File: config.mk
export PLATFORM = sky130hd
export DESIGN_NAME = wb_ctrl
export DESIGN_NICKNAME = d
export VERILOG_FILES = /design/src/rtl/wb_ctrl.sv
export SDC_FILE = /design/constraint.sdc
export NUM_CORES = 1
export LEC_CHECK = 0
export ABC_CLOCK_PERIOD_IN_PS = 1540
export CAP_MARGIN = 20
export CORE_ASPECT_RATIO = 1.4
export CORE_MARGIN = 4
export CORE_UTILIZATION = 35
export CTS_BUF_LIST = sky130_fd_sc_hd__clkbuf_8
export CTS_CLUSTER_SIZE = 24
export DETAILED_ROUTE_END_ITERATION = 6
export PLACE_DENSITY = 0.72
export SLEW_MARGIN = 40
export SYNTH_ARGS = -nofsm -noshare
export SYNTH_HDL_FRONTEND = slang
export SYNTH_SLANG_ARGS = --single-unit
File: constraint.sdc
create_clock -name clk -period 1.54 [get_ports clk]
set_input_delay 0.231 -clock clk [delete_from_list [all_inputs] [get_ports clk]]
set_output_delay 0.231 -clock clk [all_outputs]
set_load 0.05 [all_outputs]
File: src/rtl/wb_ctrl.sv
// wb_ctrl: write-back / PC-select sequencing controller.
// Drives the write-back stage's wb_sel/pc_sel selects, register-file write
// strobe and address. Holds off the memory stage while a load is outstanding,
// and flushes younger stages for FLUSH_CYCLES cycles after a redirect.
// Optional load-return timeout is built when WB_CTRL_TIMEOUT_EN is defined;
// without it LOAD_WAIT waits indefinitely and err_o is tied low.
module wb_ctrl #(
    parameter int unsigned FLUSH_CYCLES = 2,
    parameter int unsigned TIMEOUT      = 16
) (
    input  logic       clk,
    input  logic       rst,
    input  logic       ins_valid_i,
    output logic       ins_ready_o,
    input  logic       is_load_i,
    input  logic       redirect_i,
    input  logic       rd_we_i,
    input  logic [4:0] rd_i,
    input  logic       mem_rvalid_i,
    output logic       wb_sel_o,
    output logic       pc_sel_o,
    output logic       rf_we_o,
    output logic [4:0] rf_rd_o,
    output logic       flush_o,
    output logic       err_o
);

    localparam int unsigned FC_W = $clog2(FLUSH_CYCLES + 1);

    localparam logic [1:0] S_RUN       = 2'd0;
    localparam logic [1:0] S_LOAD_WAIT = 2'd1;
    localparam logic [1:0] S_FLUSH     = 2'd2;

    // Reject illegal parameter values at elaboration
    if (FLUSH_CYCLES == 0) begin : g_bad_flush
        $error("wb_ctrl: FLUSH_CYCLES must be >= 1");
    end
    if (TIMEOUT == 0) begin : g_bad_timeout
        $error("wb_ctrl: TIMEOUT must be >= 1");
    end

    logic [1:0]      state_q, state_d;
    logic            wb_sel_q, wb_sel_d;
    logic            pc_sel_q, pc_sel_d;
    logic            rf_we_q, rf_we_d;
    logic [4:0]      rf_rd_q, rf_rd_d;
    logic            flush_q, flush_d;
    logic [FC_W-1:0] flush_cnt_q, flush_cnt_d;
    logic [4:0]      ld_rd_q, ld_rd_d;
    logic            ld_we_q, ld_we_d;
    logic            accept;

`ifdef WB_CTRL_TIMEOUT_EN
    localparam int unsigned TO_W = $clog2(TIMEOUT + 1);

    logic [TO_W-1:0] to_cnt_q, to_cnt_d;
    logic            err_q, err_d;
`endif

    // Accept only in RUN and never while reset is asserted
    assign ins_ready_o = (state_q == S_RUN) && rst;
    assign accept      = ins_valid_i && ins_ready_o;

    // Next-state and registered-output computation
    always_comb begin
        state_d     = state_q;
        wb_sel_d    = wb_sel_q;
        pc_sel_d    = 1'b1;
        rf_we_d     = 1'b0;
        rf_rd_d     = rf_rd_q;
        flush_d     = 1'b0;
        flush_cnt_d = flush_cnt_q;
        ld_rd_d     = ld_rd_q;
        ld_we_d     = ld_we_q;
`ifdef WB_CTRL_TIMEOUT_EN
        to_cnt_d    = to_cnt_q;
        err_d       = err_q;
`endif
        case (state_q)
            S_RUN: begin
                if (accept) begin
                    if (is_load_i) begin
                        ld_rd_d = rd_i;
                        ld_we_d = rd_we_i;
                        state_d = S_LOAD_WAIT;
`ifdef WB_CTRL_TIMEOUT_EN
                        to_cnt_d = '0;
`endif
                    end else begin
                        wb_sel_d = 1'b1;
                        rf_rd_d  = rd_i;
                        rf_we_d  = rd_we_i && (rd_i != 5'd0);
                        if (redirect_i) begin
                            pc_sel_d    = 1'b0;
                            flush_d     = 1'b1;
                            flush_cnt_d = FC_W'(1);
                            state_d     = S_FLUSH;
                        end
                    end
                end
            end
            S_LOAD_WAIT: begin
                if (mem_rvalid_i) begin
                    wb_sel_d = 1'b0;
                    rf_rd_d  = ld_rd_q;
                    rf_we_d  = ld_we_q && (ld_rd_q != 5'd0);
                    state_d  = S_RUN;
`ifdef WB_CTRL_TIMEOUT_EN
                    to_cnt_d = '0;
                end else if (to_cnt_q == TO_W'(TIMEOUT - 1)) begin
                    // Last allowed wait cycle passed with no data: abandon load
                    err_d    = 1'b1;
                    to_cnt_d = '0;
                    state_d  = S_RUN;
                end else if (to_cnt_q != TO_W'(TIMEOUT)) begin
                    to_cnt_d = to_cnt_q + TO_W'(1);
`endif
                end
            end
            S_FLUSH: begin
                if (flush_cnt_q == FC_W'(FLUSH_CYCLES)) begin
                    flush_cnt_d = '0;
                    state_d     = S_RUN;
                end else begin
                    flush_d     = 1'b1;
                    flush_cnt_d = flush_cnt_q + FC_W'(1);
                end
            end
            default: state_d = S_RUN;
        endcase
    end

    // State and output registers
    always_ff @(posedge clk or negedge rst) begin
        if (!rst) begin
            state_q     <= S_RUN;
            wb_sel_q    <= 1'b1;
            pc_sel_q    <= 1'b1;
            rf_we_q     <= 1'b0;
            rf_rd_q     <= 5'd0;
            flush_q     <= 1'b0;
            flush_cnt_q <= '0;
            ld_rd_q     <= 5'd0;
            ld_we_q     <= 1'b0;
        end else begin
            state_q     <= state_d;
            wb_sel_q    <= wb_sel_d;
            pc_sel_q    <= pc_sel_d;
            rf_we_q     <= rf_we_d;
            rf_rd_q     <= rf_rd_d;
            flush_q     <= flush_d;
            flush_cnt_q <= flush_cnt_d;
            ld_rd_q     <= ld_rd_d;
            ld_we_q     <= ld_we_d;
        end
    end

`ifdef WB_CTRL_TIMEOUT_EN
    // Load timeout counter and sticky error flag
    always_ff @(posedge clk or negedge rst) begin
        if (!rst) begin
            to_cnt_q <= '0;
            err_q    <= 1'b0;
        end else begin
            to_cnt_q <= to_cnt_d;
            err_q    <= err_d;
        end
    end

    assign err_o = err_q;
`else
    assign err_o = 1'b0;
`endif

    assign wb_sel_o = wb_sel_q;
    assign pc_sel_o = pc_sel_q;
    assign rf_we_o  = rf_we_q;
    assign rf_rd_o  = rf_rd_q;
    assign flush_o  = flush_q;

endmodule

[After elaboration in Yosys (flattened, before gate mapping)]
Index checks and enable logic that the tools add are counted.
Storage, ports and cells
  flip-flop bits (word level): 19
  logic and storage cells: 64
Cells by class
  eq/ne operators: 9
  mux-type cells: 32
  add/subtract/negate cells: 1
  reduce and logical (&&, ||, !) cells: 13
Operators with widths (count)
  2-bit 2-to-1 mux: 9
  5-bit 2-to-1 mux: 3
  1-bit 2-to-1 mux: 14
  4-bit AND reduction: 3
  2-bit inequality test, second input constant: 5
  5-bit case mux with 2 select lines: 1
  5-bit nonzero test: 2
  1-bit case mux with 2 select lines: 3
  2-bit case mux with 3 select lines: 1
  2-bit == test, second input constant: 2
  1-bit logical AND: 4
  2-bit case mux with 2 select lines: 1
  2-bit nonzero test: 2
  3-bit inequality test, second input constant: 1
  3-bit AND reduction: 1
  2-bit by 1-bit adder with 2-bit output, second input constant: 1
  2-bit by 1-bit == test with 1-bit output, second input constant: 1
  2-bit zero test: 1

[Logic depth before layout (Yosys ltp)]
  depth in word-level cells: 5
  mapped depth: 3
  depth with buffers taken out: 3

[Worst setup path before layout]
No wires, ideal clock.
  path type: flip-flop to output port
  start point: register state_q[1]
  end point: output port ins_ready_o
  cell stages (with the launch flop): 2
  arrival time: 1.572 ns
  path buffers: 0
  path slack: -0.263 ns
  data required time: 1.309 ns
  cell sequence: dfrtp_1 -> nor3b_1
Between the ends
  cells in the longest elaborated chain, start to end: 2
Ends and longest elaborated chain
  from (decl): line 42  | logic [1:0] state_q, state_d;
  from (signal assigned): line 146  | state_q <= state_d;
  2-bit zero test: line 61  | assign ins_ready_o = (state_q == S_RUN) && rst;
  1-bit logical AND: line 61
  to (decl): line 14  | output logic ins_ready_o,
Every way passes these cells.

[Final worst setup path]
  start point: register state_q[0]
  end point: register ld_we_q
Between the ends
  cells in the longest elaborated chain, start to end: 4
Ends and longest elaborated chain
  2-bit zero test (*): line 61, 79
  1-bit logical AND: line 61
  1-bit logical AND: line 62  | assign accept = ins_valid_i && ins_ready_o;
  3-bit AND reduction (no source line) (*)
  to (signal assigned): line 154  | ld_we_q <= ld_we_d;
  to (decl): line 50  | logic ld_we_q, ld_we_d;
Mark *: on every way between the ends. The rest lies on a longest branch, timed or not.
A chain may end at the register's enable or synchronous reset.

==> flow_summary.json <==
{
  "register_area_um2": 478,
  "synthTopCellsByCount": "dfrtp_1, mux2_4, o21a_1, o32a_1",
  "synth_top_area_share_pct": 48.7,
  "fin_crit_sh_pct": 91.7,
  "synthXorXnorAreaFrac_pct": 0,
  "nets": 111,
  "synth_top_family_by_area": "simple AND/OR/NAND/NOR gates",
  "cap_violations": 0,
  "grt_overflow": 0,
  "finalHoldViolCount": 0,
  "place_ws_ns": -0.0843,
  "async_flop_share_pct": 100,
  "drt-initial-drc-count": 23,
  "drc": 0,
  "grt_pass1_vias": 644,
  "setup_viol": 0,
  "synthFlopType": "dfrtp_1",
  "via_per_inst": 4.95,
  "fp-row-count": 21,
  "worst_slack_ns": 0.127,
  "synth_edf_count": 0,
  "synth_cells": 65,
  "synth-adder-area-share_pct": 0,
  "timing_worst_setup_path_type": "reg2reg",
  "dp_hpwl_um": 1440,
  "p_comb_share_pct": 46.3,
  "synthTopCellsByArea": "dfrtp_1, mux2_4, dfstp_2",
  "peakVddDrop_v": 0.000866,
  "ant_nets": 0,
  "cts_buffers": 3,
  "finClkSkew_ns": 0.00137,
  "hp-class": "in2async",
  "seq_area_frac_synth_pct": 54.7,
  "p_per_area_mw_per_mm2": 1810,
  "cts.sink_count": 19,
  "synth_top_area_cell": "dfrtp_1",
  "slew_violations": 0,
  "antenna_found_initial": 0,
  "grt_max_degree": 18,
  "cts_tree": "built",
  "routabilityCongestion": 0.760,
  "tns_ns": 0,
  "synth_compound_area_share_pct": 14.6,
  "synth.distinct_cells": 29,
  "reg2reg_depth": 3,
  "max_freq_mhz": 708,
  "multiInputGateArea_um2": 390,
  "cts_setup_buffers": 0,
  "status": "finished clean",
  "switching_share_pct": 39.2,
  "drive_gt1_share_pct": 37.8,
  "place.port_buffers": 21,
  "n_fill_cell": 200,
  "die_y_um": 67.1,
  "initial_core_util_pct": 36.5,
  "ys_warn_count": 0,
  "synthSimpleGateAreaFrac_pct": 18.1,
  "grt_usage_pct": 12.3,
  "yosys.cell_count.top_type": "dfrtp_1",
  "pwr-share-clk_pct": 15.2,
  "clkTransAtPathRegs_ns": 0.07,
  "clk_latency_ns": 0.26,
  "die_area_mm2": 0.00337,
  "wl_per_cell_um": 14.3,
  "grt_pass1_wl_um": 2970,
  "worstSetupEndpointType": "flop",
  "seq_power_share_pct": 38.5,
  "totalWireLength_um": 1890,
  "crit_required_ns": 1.69,
  "synthesis.nets": 77,
  "leakage_nw": 0.569,
  "worstSetupStartpointType": "flop",
  "io_pins": 23,
  "arrival_ns": 1.56,
  "p_int_w": 0.00139,
  "via_count": 654,
  "synth_area_um2": 873,
  "crit_fanout": 7,
  "ys_ff_latch": 19,
  "holdWs_ns": 0.0330,
  "fp.coreArea_mm2": 0.00239,
  "n_antenna_cell": 0,
  "grt_setup_unrepaired": "no",
  "clock_path_buffers": 2,
  "first_pass_iters": 4,
  "muxShareOfSynthArea_pct": 10.3,
  "period_minus_slack_ns": 1.41,
  "power.switching_w": 0.000899,
  "area_growth_pct": 45.1,
  "postLayoutCoreUtil_pct": 53.0,
  "synth_area_per_cell_um2": 13.4,
  "die_w_um": 50.2,
  "root_buffer": "clkbuf_8",
  "htreeDepth": 1
}
critical path: stages, from the launching register on:
cell and delay (ns):
dfrtp_1 0.46, and4bb_2 0.40, nand2_4 0.12, mux2_4 0.33
logic make-up after synthesis:
kind of cell	Yosys count
mux	6
other cells	1
flops	19
compound gates	16
simple gates	20
buf+inv	3
per-stage QoR:
stage / cell area [µm²] / instances / total power (W)
after floorplan: 878 / 65 / 0.00156
after global placement: 1200 / 127 / 0.00192
after detailed placement: 1200 / 127 / 0.00195
after CTS: 1250 / 131 / 0.00231
after global routing: 1270 / 132 / 0.00241
final: 1270 / 132 / 0.00229
worst paths after layout:
path                            start        endpoint  slack [ns]
max                        state_q[0]         ld_we_q        0.13
min                               rst  flush_cnt_q[1]        0.03
max reg2reg                state_q[0]         ld_we_q        0.13
min reg2reg                  wb_sel_o        wb_sel_o        0.48
max in group asynchronous         rst      state_q[0]        0.89
min in group clk             wb_sel_o        wb_sel_o        0.48
layout by cell type, fill, tap and decap left out, types with 2 or more instances in the layout:
| cell | instances |
|---|---|
| o21a_1 | 4 |
| or4_1 | 2 |
| o21ai_0 | 2 |
| dfstp_2 | 2 |
| clkdlybuf4s50_1 | 10 |
| buf_12 | 3 |
| buf_4 | 15 |
| o21ai_1 | 2 |
| mux2_4 | 6 |
| o32a_1 | 4 |
| nand2_1 | 3 |
| dfrtp_1 | 17 |
| nand2b_1 | 3 |
| clkbuf_8 | 3 |
final cells by class:
| class | instances | area share, % |
|---|---|---|
| inverters | 1 | 0.296 |
| clock inverters | 1 | 0.395 |
| flip-flops and latches | 19 | 37.7 |
| multi-input cells | 43 | 30.8 |
| well taps | 34 | 3.36 |
| clock buffers | 3 | 3.26 |
| repair buffers | 31 | 24.2 |
sequential cells by signal (all words and copies together), names as in the netlist:
signal       cells
flush_cnt_q      2
flush_o          1
ld_rd_q          5
ld_we_q          1
pc_sel_o         1
rf_rd_o          5
rf_we_o          1
state_q          2
wb_sel_o         1
power by group through the flow:
stage	logic (W)	clock network (W)	registers (W)
2_1_floorplan	0.000391	0	0.00117
3_3_place_gp	0.00105	0	0.000875
3_5_place_dp	0.00106	0	0.000888
4_1_cts	0.00107	0.000352	0.000888
5_1_grt	0.00112	0.000382	0.000911
6_report	0.00106	0.000348	0.000881
repair_timing:
action / CTS / global route
endpoints found under the setup margin: 1 / 1
endpoints found under the hold margin: 0 / 2
gates cloned: 0 / 0
hold buffers: 0 / 1
resized for setup: 2 / 1
layer usage:
layer  GRT usage (%)  share of wire, %
met1            12.8                39
met5               0                 0
met3            2.68               5.5
met4            7.27               2.1
met2            22.2                53
Power figures use the tool's default switching activity.
